==> src/rtl/hack_screen_reader.sv <==
// hack_screen_reader: scans the Hack 512x256 framebuffer out as a 1-bpp pixel stream with sync/blank timing.
// Define HACK_SCREEN_LINEDBL_EN for 512-line output (each Hack row fetched and shown twice).
module hack_screen_reader #(
  parameter int H_ACTIVE = 512,
  parameter int H_FP     = 16,
  parameter int H_SYNC   = 64,
  parameter int H_BP     = 80,
`ifdef HACK_SCREEN_LINEDBL_EN
  parameter int V_ACTIVE = 512,
`else
  parameter int V_ACTIVE = 256,
`endif
  parameter int V_FP     = 3,
  parameter int V_SYNC   = 4,
  parameter int V_BP     = 16
) (
  input  logic        clk,
  input  logic        reset_n,
  input  logic        ce_pix,
  output logic [12:0] ram_addr,
  input  logic [15:0] ram_rdata,
  output logic        hsync,
  output logic        vsync,
  output logic        de,
  output logic        pixel,
  output logic        frame_start
);
  localparam int H_TOTAL = H_ACTIVE + H_FP + H_SYNC + H_BP;
  localparam int V_TOTAL = V_ACTIVE + V_FP + V_SYNC + V_BP;
  logic [9:0]  hcount_q, hcount_d, vcount_q, vcount_d, nv;
  logic [12:0] addr_q, addr_d;
  logic [15:0] shift_q, shift_d, word_q;
  logic        hsync_q, hsync_d, vsync_q, vsync_d, de_q, de_d;
  logic        pixel_q, pixel_d, fs_q, fs_d;
  logic        h_last, v_last, h_act, v_act, nv_act, load;
  logic [7:0]  row, nrow;
  always_comb begin
    h_last   = hcount_q == 10'(H_TOTAL - 1);
    v_last   = vcount_q == 10'(V_TOTAL - 1);
    h_act    = hcount_q < 10'(H_ACTIVE);
    v_act    = vcount_q < 10'(V_ACTIVE);
    nv       = v_last ? '0 : vcount_q + 10'd1;
    nv_act   = nv < 10'(V_ACTIVE);
`ifdef HACK_SCREEN_LINEDBL_EN
    row      = vcount_q[8:1];
    nrow     = nv[8:1];
`else
    row      = vcount_q[7:0];
    nrow     = nv[7:0];
`endif
    load     = h_last || (h_act && hcount_q[3:0] == 4'hf && hcount_q != 10'(H_ACTIVE - 1));
    hcount_d = hcount_q;
    vcount_d = vcount_q;
    addr_d   = addr_q;
    shift_d  = shift_q;
    hsync_d  = hsync_q;
    vsync_d  = vsync_q;
    de_d     = de_q;
    pixel_d  = pixel_q;
    fs_d     = ce_pix && hcount_q == '0 && vcount_q == '0;
    if (ce_pix) begin
      hcount_d = h_last ? '0 : hcount_q + 10'd1;
      vcount_d = h_last ? nv : vcount_q;
      de_d     = h_act && v_act;
      pixel_d  = h_act && v_act && shift_q[0];
      hsync_d  = hcount_q >= 10'(H_ACTIVE + H_FP) && hcount_q < 10'(H_ACTIVE + H_FP + H_SYNC);
      vsync_d  = vcount_q >= 10'(V_ACTIVE + V_FP) && vcount_q < 10'(V_ACTIVE + V_FP + V_SYNC);
      shift_d  = load ? word_q : h_act ? {1'b0, shift_q[15:1]} : shift_q;
      // next row's word 0 is requested late in the line so it is ready for the load at H_TOTAL-1
      if (hcount_q == 10'(H_TOTAL - 8) && nv_act)
        addr_d = {nrow, 5'd0};
      else if (v_act && hcount_q[3:0] == 4'd8 && hcount_q < 10'(H_ACTIVE - 16))
        addr_d = {row, hcount_q[8:4] + 5'd1};
    end
  end
  always_ff @(posedge clk or negedge reset_n) begin
    if (!reset_n) begin
      hcount_q <= '0;
      vcount_q <= '0;
      addr_q   <= '0;
      shift_q  <= '0;
      word_q   <= '0;
      hsync_q  <= 1'b0;
      vsync_q  <= 1'b0;
      de_q     <= 1'b0;
      pixel_q  <= 1'b0;
      fs_q     <= 1'b0;
    end else begin
      hcount_q <= hcount_d;
      vcount_q <= vcount_d;
      addr_q   <= addr_d;
      shift_q  <= shift_d;
      // word_buf follows the read port every clk, so it settles well before the next shifter load
      word_q   <= ram_rdata;
      hsync_q  <= hsync_d;
      vsync_q  <= vsync_d;
      de_q     <= de_d;
      pixel_q  <= pixel_d;
      fs_q     <= fs_d;
    end
  end
  assign ram_addr    = addr_q;
  assign hsync       = hsync_q;
  assign vsync       = vsync_q;
  assign de          = de_q;
  assign pixel       = pixel_q;
  assign frame_start = fs_q;
endmodule
==> config.mk <==
export PLATFORM = sky130hd
export DESIGN_NAME = hack_screen_reader
export DESIGN_NICKNAME = d
export VERILOG_FILES = /design/src/rtl/hack_screen_reader.sv
export SDC_FILE = /design/constraint.sdc
export NUM_CORES = 1
export LEC_CHECK = 0
export CAP_MARGIN = 20
export CORE_UTILIZATION = 60
export CTS_CLUSTER_DIAMETER = 80
export DETAILED_ROUTE_END_ITERATION = 10
export PLACE_DENSITY = 0.84
export SYNTH_ARGS = -nofsm -noshare
export SYNTH_HDL_FRONTEND = slang
export SYNTH_SLANG_ARGS = --single-unit
==> constraint.sdc <==
create_clock -name clk -period 7.45 [get_ports clk]
set_input_delay 1.49 -clock clk [delete_from_list [all_inputs] [get_ports clk]]
set_output_delay 1.49 -clock clk [all_outputs]
set_load 0.05 [all_outputs]
== Word-level counts from Yosys, hierarchy flattened ==
Index checks and enable logic that the tools add are counted.
Storage, ports and cells
  flip-flop bits (word level): 70
  input port bits: 19
  output and inout bits: 18
  logic and storage cells: 52
Cells by class
  add/subtract/negate cells: 3
  order comparisons: 8
  equal/unequal tests: 6
  multiplexer cells: 6
  reduce and logical (&&, ||, !) cells: 19
Operator list (number)
  less-than comparator 10 x 9 -> 1 bit, second input constant: 4
  2-to-1 mux 16 bit: 2
  2-to-1 mux 13 bit: 2
  adder 10 x 1 -> 10 bit, second input constant: 2
  == test 10 bit, second input constant: 2
  zero test 10 bit: 2
  less-than comparator 10 bit, second input constant: 2
  2-to-1 mux 10 bit: 2
  logical AND 1 bit: 11
  == test 10 x 9 -> 1 bit, second input constant: 1
  greater-or-equal comparator 10 bit, second input constant: 1
  greater-or-equal comparator 10 x 9 -> 1 bit, second input constant: 1
  inequality test 10 x 9 -> 1 bit, second input constant: 1
  == test 4 bit, second input constant: 2
  AND reduction 2 bit: 3
  adder 5 x 1 -> 5 bit, second input constant: 1
  nonzero test 2 bit: 2
  logical OR 1 bit: 1

== Longest topological paths before layout ==
  depth after elaboration: 6
  depth in mapped cells: 10
  gate-level depth less buffers: 8

== Worst setup path before layout ==
Ideal clock, no wire load.
  kind: input port to flip-flop
  from: input ce_pix
  to: register hcount_q[9]
  library setup time: 78 ps
  data arrival time: 2732 ps
  path slack: 4640 ps
  cell stages on the path: 5
  buffers on the path: 1
  cells stage by stage: clkbuf_1 nand4_1 or3_1 or3_1 a21oi_1
RTL lines
  start: declaration: RTL line 19  | input logic ce_pix,
  end signal: assignment: RTL line 89  | hcount_q <= hcount_d;
  end: declaration: RTL line 30  | logic [9:0] hcount_q, hcount_d, vcount_q, vcount_d, nv;

== Worst setup path after layout ==
  from: input ce_pix
  to: register addr_q[0] (netlist: ram_addr[0])
Between the ends
  cells in the longest elaborated chain, start to end: 1
RTL lines
  AND reduction 2 bit (no line)
  end signal: assignment: RTL line 91  | addr_q <= addr_d;
  end: declaration: RTL line 31  | logic [12:0] addr_q, addr_d;
Every way passes these cells.
A chain may end at the register's enable or synchronous reset.

==> impl_results.md <==
- Clock skew after layout: 0.00921 ns
- Last weighted congestion value of the routability-driven placer: 0.866
- Max_slew headroom: 0.275
- Core ar.: 5240 um2
- Util after Layout: 0.761
- Worst-skew pair later-pin latency: 0.37 ns
- Leading post-synthesis cells by cell area: sky130_fd_sc_hd__dfrtp_1, sky130_fd_sc_hd__mux2i_1, sky130_fd_sc_hd__mux2_4, sky130_fd_sc_hd__nor2_1, sky130_fd_sc_hd__ha_1
- Post-Place Setup Slack: 3.72 ns
- Post-detailed-route DRC marker count: 0
- Detailed Routing Iterations Pass 1: 5
- Io pins: 37
- Sum of routed wire length over all layers: 6900 um
- Peak clock frequency supported by timing: 300 MHz
- Leading cell type by number of instances after synthesis: sky130_fd_sc_hd__dfrtp_1
- Yosys warning count: 0
- Clock net sink count: 70
- Number of unique standard cell types used by synthesis: 47
- Class of the most critical hold timing path: reg -> reg
- Final Net Count: 366
- DR vias: 2504
- CP arrival: 3.58 ns
- Via count normalized by instance count: 6.06
- Kind of start point of the critical path: primary input
- Final count of hold timing violations: 0
- First-pass GRT wire length: 11400 um
- Iter 0 DRT Violations: 350
- Setup fix buffers added after clock tree synthesis: 0
- Tightest hold margin: 0.501 ns
- List of most frequent post-synthesis cells: sky130_fd_sc_hd__dfrtp_1, sky130_fd_sc_hd__nor2_1, sky130_fd_sc_hd__nand2_1
- Post-synth EDFFs: 0
- Residual overflow from global routing: 0
- Post-synth top flop: sky130_fd_sc_hd__dfrtp_1
- Setup slack, reg-to-reg: 4.14 ns
- PostCTS Resize Cnt: 0
- Clk buf depth: 2
- Area delta synth->final: 18.7%
- Cell chosen for the clock root: sky130_fd_sc_hd__clkbuf_8
- Floorplan row count: 26
- Number of hold buffers added after cts: 0
- Worst-Margin Slew: 1.09 ns
- H-tree level count: 3
- Floorplan die area: 5900 um2
- Remaining number of nets flagged by the antenna check after routing: 0
- Max FO, Critical Path: 13
- Standby leakage power: 1.75 nW
- Data required time at the worst endpoint: 7.69 ns
- Crit share post-route: 0.447
- DP HPWL: 4340 um
- Total clock buffers created by CTS: 9
- Tmin final: 3.33 ns
- DIE WIDTH: 76.8 um
- Async SR Flop Fraction: 1.00
- Clock tree from TritonCTS: done
- Via count of the first global-routing pass: 2376
- Max-Cap Viols: 0
- Setup repair after global routing missed its margin: no
- Number of buffer cells added on primary ports: 36
- Fin. max-slew vios: 0
- Largest net degree at the start of global routing: 71
- Biggest area consumer among synthesized cells: sky130_fd_sc_hd__dfrtp_1
- Power after layout: 1.18 mW
- Synthesized instance count: 307
- Outcome: complete, no violations
- Overall global routing resource usage: 0.256
- Largest voltage drop on the vdd net: 0.196 mV
- Final count of negative-setup-slack endpoints: 0
- Pwr Density: 295 nW/um2
- Fraction of final layout cells sized beyond drive strength 1: 0.120
- Number of synthesized register bits: 70
- Starting utilization of the core area: 0.641
- Register area share after synthesis: 0.522
- Wirelength per Cell: 16.7 um
- Fill cell instance count of the final layout: 366
- Synthesized cell area: 3360 um2
- Share of the synthesized area in the top cell type: 0.522
- CP endpoint kind: register
- Crit Path Class: in -> reg
- Antenna cells: 0
- Total negative setup slack: 0 ns
- Synthesized area per cell: 10.9 um2
- Least setup slack across all paths after layout: 4.12 ns
- Synthesized netlist net count: 335
- Die height: 76.8 um
- Initial antenna violation count: 0
- Clock input transition at the sequential cells of the worst setup and hold paths: 0.08 ns
-- per-stage QoR --
| step | cell area [um2] | cells |
|---|---|---|
| floorplan | 3360 | 307 |
| global placement | 3720 | 396 |
| detailed placement | 3720 | 396 |
| CTS | 3970 | 412 |
| global route | 3980 | 413 |
| finish | 3980 | 413 |
-- routing by layer --
metal / part of all wire / global-route usage
met2: 0.48 / 0.386
met3: 0.055 / 0.0655
met5: 0 / 0
met4: 0.034 / 0.140
met1: 0.44 / 0.338
-- placed cells by master (no fill, tap or decap), types with 11 or more instances in the layout --
cell type | netlist | final
sky130_fd_sc_hd__nand2_1 | 18 | 18
sky130_fd_sc_hd__a21oi_1 | 16 | 16
sky130_fd_sc_hd__inv_1 | 12 | 12
sky130_fd_sc_hd__nor2_1 | 33 | 33
sky130_fd_sc_hd__o21ai_0 | 13 | 13
sky130_fd_sc_hd__xnor2_1 | 11 | 11
sky130_fd_sc_hd__mux2i_1 | 17 | 17
sky130_fd_sc_hd__clkdlybuf4s50_1 | 0 | 35
sky130_fd_sc_hd__dfrtp_1 | 70 | 70
-- flip-flops by register name, summed over array words and instances, names as in the netlist --
| register | cells |
|---|---|
| shift_q | 16 |
| ram_addr | 13 |
| word_q | 16 |
| vsync | 1 |
| frame_start | 1 |
| pixel | 1 |
| de | 1 |
| hsync | 1 |
| vcount_q | 10 |
| hcount_q | 10 |
-- layout make-up --
| type | instances | area, um2 | area share |
|---|---|---|---|
| sequential | 70 | 1750 | 0.440 |
| multi-input combinational | 207 | 1470 | 0.369 |
| timing repair buffer | 38 | 374 | 0.0939 |
| clock buffer | 10 | 138 | 0.0345 |
| clock inverter | 6 | 116 | 0.0292 |
| tap | 70 | 87.6 | 0.0220 |
| inverter | 12 | 45.0 | 0.0113 |
-- power by group --
part / total (mW) / internal (mW) / switching, mW
clock: 0.391 / 0.234 / 0.157
combinational: 0.285 / 0.119 / 0.166
sequential: 0.498 / 0.443 / 0.0551
total: 1.18 / 0.797 / 0.378
-- cell families after synthesis --
group,after synthesis,synth area share
AND/OR/NAND/NOR,100,0.156
flip-flops,70,0.522
AO/OA/AOI/OAI,49,0.0906
multiplexers,33,0.114
buffers and inverters,30,0.0418
XOR/XNOR,16,0.0418
adder cells (fa/ha/maj),9,0.0336
-- critical path: stages --
cell                              delay (ns)
sky130_fd_sc_hd__clkdlybuf4s50_1        0.64
sky130_fd_sc_hd__inv_1                  0.22
sky130_fd_sc_hd__nor3_4                 0.79
sky130_fd_sc_hd__mux2_2                 0.43
-- worst paths after layout --
check / startpoint / end / cells past startpoint
max reg2reg: vcount_q[0] / ram_addr[0] / 7
min: vsync / vsync / 1
min reg2reg: vsync / vsync / 1
max: ce_pix / ram_addr[0] / 4
max in group asynchronous: reset_n / shift_q[7] / 2
min in group asynchronous: reset_n / hcount_q[1] / 2
Power figures use the tool's default switching activity.
